### src/rtl/imem_refill.sv
// Instruction-cache line refill engine.
// On a fetch miss it reads one cache line from backing memory one word at a
// time, critical word first, and writes each returned word straight into the
// cache array. miss_done pulses for one cycle once the whole line is written.
module imem_refill #(
  parameter int LINE_WORDS = 4  // words per line; power of two, 2..16
) (
  input  logic        clk,
  input  logic        rst_n,
  input  logic        miss_req,
  input  logic [31:0] miss_addr,
  output logic        mem_req,
  output logic [31:0] mem_addr,
  input  logic        mem_ack,
  input  logic        mem_rvalid,
  input  logic [31:0] mem_rdata,
  output logic        fill_we,
  output logic [31:0] fill_addr,
  output logic [31:0] fill_data,
  output logic        miss_done,
  output logic        busy
);

  // Word-offset width within a line, and the number of byte-address bits
  // that the line base clears.
  localparam int OFF_W  = $clog2(LINE_WORDS);
  localparam int LINE_B = OFF_W + 2;

  typedef enum logic [1:0] {
    IDLE,
    REQ,
    WAIT,
    DONE
  } state_t;

  state_t            state, state_nxt;
  logic [31:0]       base, base_nxt;
  logic [OFF_W-1:0]  start, start_nxt;
  logic [OFF_W-1:0]  cnt, cnt_nxt;
  logic [OFF_W-1:0]  word_off;
  logic [31:0]       word_addr;

  // The two byte-select bits of the miss address never matter: every
  // request is word aligned.
  logic              unused_byte_sel;
  assign unused_byte_sel = ^miss_addr[1:0];

  // Critical-word-first order: the offset is summed in OFF_W bits, so it wraps
  // inside the line and can never carry into the next line's base.
  assign word_off  = start + cnt;
  assign word_addr = {base[31:LINE_B], word_off, 2'b00};

  // State and refill-context registers with synchronous active-low reset.
  // NOTE: sequential state uses non-blocking assignments so every register
  // samples the values from before this edge, independent of statement order.
  always_ff @(posedge clk) begin
    if (!rst_n) begin
      state <= IDLE;
      base  <= '0;
      start <= '0;
      cnt   <= '0;
    end else begin
      state <= state_nxt;
      base  <= base_nxt;
      start <= start_nxt;
      cnt   <= cnt_nxt;
    end
  end

  // Next-state logic and all outputs; the fill write is combinational from
  // mem_rvalid so a returned word reaches the array in the same cycle.
  always_comb begin
    // NOTE: every signal written here gets a default first, so no path can
    // leave one unassigned and infer a latch.
    state_nxt = state;
    base_nxt  = base;
    start_nxt = start;
    cnt_nxt   = cnt;
    mem_req   = 1'b0;
    mem_addr  = '0;
    fill_we   = 1'b0;
    fill_addr = '0;
    fill_data = '0;
    miss_done = 1'b0;

    case (state)
      IDLE: begin
        if (miss_req) begin
          base_nxt  = {miss_addr[31:LINE_B], {LINE_B{1'b0}}};
          start_nxt = miss_addr[LINE_B-1:2];
          cnt_nxt   = '0;
          state_nxt = REQ;
        end
      end
      REQ: begin
        mem_req  = 1'b1;
        mem_addr = word_addr;
        if (mem_ack) begin
          state_nxt = WAIT;
        end
      end
      WAIT: begin
        if (mem_rvalid) begin
          fill_we   = 1'b1;
          fill_addr = word_addr;
          fill_data = mem_rdata;
          cnt_nxt   = cnt + 1'b1;
          // The last word has every offset-count bit set.
          state_nxt = (&cnt) ? DONE : REQ;
        end
      end
      DONE: begin
        miss_done = 1'b1;
        state_nxt = IDLE;
      end
      default: state_nxt = IDLE;
    endcase
  end

  // busy is simply "not idle"; it covers the DONE cycle too.
  assign busy = (state != IDLE);

endmodule

### config.mk
export PLATFORM = sky130hd
export DESIGN_NAME = imem_refill
export DESIGN_NICKNAME = d
export VERILOG_FILES = /design/src/rtl/imem_refill.sv
export SDC_FILE = /design/constraint.sdc
export NUM_CORES = 1
export LEC_CHECK = 0
export ABC_CLOCK_PERIOD_IN_PS = 3530
export BUFFER_PORTS_ARGS = -buffer_cell sky130_fd_sc_hd__clkbuf_2
export CORE_AREA = 5 5 70 120
export DETAILED_ROUTE_END_ITERATION = 6
export DIE_AREA = 0 0 75 125
export GPL_TIMING_DRIVEN = 1
export PLACE_DENSITY_LB_ADDON = 0.1
export REMOVE_ABC_BUFFERS = 1
export SETUP_SLACK_MARGIN = 0.15
export SYNTH_ARGS = -nofsm -noshare
export SYNTH_HDL_FRONTEND = slang
export SYNTH_SLANG_ARGS = --single-unit
### constraint.sdc
create_clock -name clk -period 3.53 [get_ports clk]
set_clock_uncertainty 0.2 [all_clocks]
set_input_delay 0.5295 -clock clk [delete_from_list [all_inputs] [get_ports clk]]
set_output_delay 0.5295 -clock clk [all_outputs]
set_load 0.02 [all_outputs]
**After elaboration in Yosys (flattened, before gate mapping)**

Cells that the tools add are included.

- Memories: 0
- Bits of input ports: 69
- Latch bits: 0
- Register bits after elaboration: 34
- Output and inout bits: 100
- RAM bits: 0
- ROM bits: 0
- Logic and storage cells: 36

- Magnitude comparators: 0
- Equality and inequality tests: 6
- Add/sub/neg operators: 2
- Reduce and logical (&&, ||, !) cells: 7
- Bitwise gates (word level): 0
- Multiply operators: 0
- Div/mod/pow operators: 0
- Multiplexer cells: 17
- Shift operators: 0

Operator list:

| kind | number |
|---|---|
| $mux 32 | 5 |
| $mux 2 | 6 |
| $pmux 2 s4 | 1 |
| $ne 2x2->1 const B | 3 |
| $reduce_and 3->1 | 2 |
| $eq 2x2->1 const B | 2 |
| $mux 1 | 4 |
| $pmux 2 s2 | 1 |
| $reduce_and 2->1 | 2 |
| $reduce_bool 2->1 | 2 |
| $add 2x1->2 const B | 1 |
| $add 2x2->2 | 1 |
| $eq 2x1->1 const B | 1 |
| $logic_not 2->1 | 1 |

**Logic depth before layout (Yosys ltp)**

- Depth in word-level cells: 4
- Depth in mapped cells: 6
- Depth with buffers taken out: 4

**Worst setup path before layout**

OpenSTA, ideal clock, no wires.

- Path kind: in2out
- From: in mem_rvalid
- To: out fill_addr[3]
- Buffers on the path: 1
- Cell stages on the path: 4
- Data arrival time: 1.504 ns
- Required time: 2.800 ns
- Setup slack: 1.296 ns
- Cells stage by stage: nor2b_1 -> clkbuf_1 -> and2_1 -> nor2b_1

- Longest elaborated chain between the ends: 2

Ends and longest elaborated chain:

| what | RTL line | source |
|---|---|---|
| start, declared | 15 | `input logic mem_rvalid,` |
| $mux 32 | 103 | `if (mem_rvalid) begin` |
| $mux 32 | 86 | `case (state)` |
| end, declared | 18 | `output logic [31:0] fill_addr,` |

Every way passes these cells.

**Final worst setup path**

- From: reg state[0]
- To: out mem_addr[28]

- Longest elaborated chain between the ends: 2

Ends and longest elaborated chain:

| what | RTL line | source |
|---|---|---|
| start, declared | 36 | `state_t state, state_nxt;` |
| start signal, assigned | 63 | `state <= state_nxt;` |
| $eq 2x1->1 | 86 |  |
| $mux 32 | 86 |  |
| end, declared | 13 | `output logic [31:0] mem_addr,` |

Every way passes these cells.

==> results.tsv <==
metric	value	unit
ys_warn_count	0	
post_drt_via_cell_ratio	4.531	
finish.net_count	493	
tritoncts	done	
final_instance_count_without_filler_cells	510	
grt_pass1_wl	10640	microns
worstSkewPairLatency	0.27	ns
arrival	1.69	ns
worst_ep_required_time	2.80	ns
power.ir.vdd_worst	181.2	uV
postSynthRegisterBits	34	
insertedDiodeCount	0	
worstHoldStart	base[25]	
h_tree_depth_reported_by_cts	2	
f_max	413.3	MHz
crit_path_max_fanout	31	
drtAntennaViolNets	0	
routed-via-count	2311	
cts_root_buffer	sky130_fd_sc_hd__clkbuf_16	
post_synth_inst_count	278	
worstSetupPathType	register to output port	
fin_util	39.56	%
status	finished clean	
worst_r2r_startpoint	state[0]	
placed_instances	503	
syn_area	1994	sq um
min_delay_path_depth	2	
proportion_of_layout_cells_with_a_drive_suffix_above_1	41.71	%
timing.reg2reg.setup_slack	1.52	ns
cts.repair.resized	0	
die-height	125	microns
die_width	75	microns
power.leakage	1.760	nW
overflow	0	
final_setup_tns	0	ns
synth_top_cells_by_area	sky130_fd_sc_hd__dfxtp_1, sky130_fd_sc_hd__and3_1, sky130_fd_sc_hd__nand2_1, sky130_fd_sc_hd__and2_1, sky130_fd_sc_hd__a21oi_1	
reg2reg_depth	4	
floorplan.io_pins	169	
coreArea	7410	sq um
yosysTopAreaCell	sky130_fd_sc_hd__dfxtp_1	
remaining_drc_errors	0	
timing.hold.ws	0.2580	ns
worstReg2RegEnd	state[0]	
synth_area_per_cell	7.174	sq um
final_hold_viol_count	0	
detail_route.iter0.violations	93	
layout_common_cells	sky130_fd_sc_hd__clkbuf_2, sky130_fd_sc_hd__nand2_1, sky130_fd_sc_hd__and3_1, sky130_fd_sc_hd__dfxtp_1, sky130_fd_sc_hd__a21oi_1	
pd_cells	347.3	nW/um^2
drt-total-wl	6679	microns
min_delay_worst_endpoint	base[25]	
end_kind	output port	
routed_wire_length_per_instance	13.10	microns
clkSlewWorstSetupHoldPaths	0.05	ns
maximum_number_of_pins_on_one_net_before_global_route_repair	62	
cts_num_sinks	34	
timing.max_slew.rel_slack	29.56	%
cts-buffers-inserted	5	
final-max-slew-violation-count	0	
drv_cap	0	
postCtsHoldBufs	0	
yosysSeqAreaShare	34.13	%
number_of_buffers_inserted_by_post_cts_setup_repair	0	
leading_cell_type_in_the_layout_fill_and_taps_excluded	sky130_fd_sc_hd__clkbuf_2	
start_util	26.92	%
areaGrowthSynthToFinish	46.99	%
timing_worst_slew_pin_value	1.055	ns
holdCritPathClass	register to register	
io_buffer_count	162	
grt_util_all_layers	14.26	%
hpwlAfterDp	4903	microns
setup_viol	0	
fp.dieArea	9375	sq um
report.power.total	1.018	mW
first_pass_iteration_count_of_the_detailed_router	4	
cts.path.max_buffers	2	
antenna_found_initial	0	
core.rowCount	42	
post-route-period-util	68.55	%
gp_congestion	0.7208	
first_global_vias	2242	
synthDistinctLibCells	28	
grt_setup_unrepaired	false	
synthDominantCellAreaShare	34.13	%
post-route-min-period	2.420	ns
critical_path_startpoint_category	register	
==> cells by family (layout without fill, tap and decap cells) <==
group           Yosys count  in the layout  share of synthesized area, %
fa+ha+maj                 2              2                         1.255
flops                    34             34                         34.13
buf+inv                  34            175                         8.971
xor+xnor                  2              2                        0.8785
other cells               1              4                        0.1880
compound gates           37             37                         9.598
simple gates            168            168                         44.98
==> state kept, by name, summed over array words and instances (netlist names) <==
signal  cells
state       2
start       2
cnt         2
base       28
==> cell usage after synthesis (all sizes together) <==
cell type / count
o21a: 1
buf: 18
or3b: 1
nand3b: 2
o21ai: 2
o21bai: 1
a31oi: 1
nor2b: 3
ha: 2
and3: 61
nand3: 1
inv: 2
nand2b: 2
nor2: 1
xnor2: 1
clkbuf: 14
dfxtp: 34
or2: 1
a21oi: 32
nand2: 63
nor3b: 2
and2: 31
xor2: 1
conb: 1
==> power by group <==
part / leakage [nW] / internal [mW] / total, mW / switching (mW)
Sequential: 0.279 / 0.410 / 0.429 / 0.0194
Clock: 0.0640 / 0.257 / 0.398 / 0.141
Combinational: 1.42 / 0.0723 / 0.191 / 0.118
==> worst max path at each step <==
stage,cells after the start,from,slack [ns],to
3_3_place_gp,5,mem_rvalid,1.16,fill_addr[30]
4_1_cts,4,state[0],1.10,mem_addr[11]
2_1_floorplan,3,mem_rvalid,0.09,fill_addr[3]
3_5_place_dp,5,mem_rvalid,1.15,fill_addr[23]
6_report,4,state[0],1.11,mem_addr[28]
5_1_grt,4,state[0],0.93,mem_addr[11]
==> final cells by class <==
cell class | count | area (sq um)
multi-input cells | 213 | 1159
repair buffers | 166 | 840.8
clock buffers | 7 | 132.6
flip-flops and latches | 34 | 681.9
inverters | 2 | 7.507
fillers | 845 | 4478
well taps | 88 | 110.1
==> per-stage QoR <==
stage,worst slack (ns),cell area [sq um]
after CTS,1.097,2932
after global placement,1.161,2799
after global routing,0.9349,2932
after floorplan,0.08970,1834
after detailed placement,1.148,2799
final,1.110,2932
==> critical path: stages (launching register included) <==
cell and delay [ns]:
sky130_fd_sc_hd__dfxtp_1 0.53, sky130_fd_sc_hd__nand2b_1 0.16, sky130_fd_sc_hd__inv_2 0.36, sky130_fd_sc_hd__and2_1 0.20
sky130_fd_sc_hd__clkbuf_2 0.17
==> routing by layer <==
layer / vias to the layer above / global-route usage [%] / wire length, microns
met5: - / 0 / 0
met4: 0 / 5.241 / 140
met3: 10 / 3.454 / 725
met2: 102 / 26.05 / 3425
met1: 1009 / 15.03 / 2388
li1: 1190 / - / -
(Power assumes the default switching activity.)
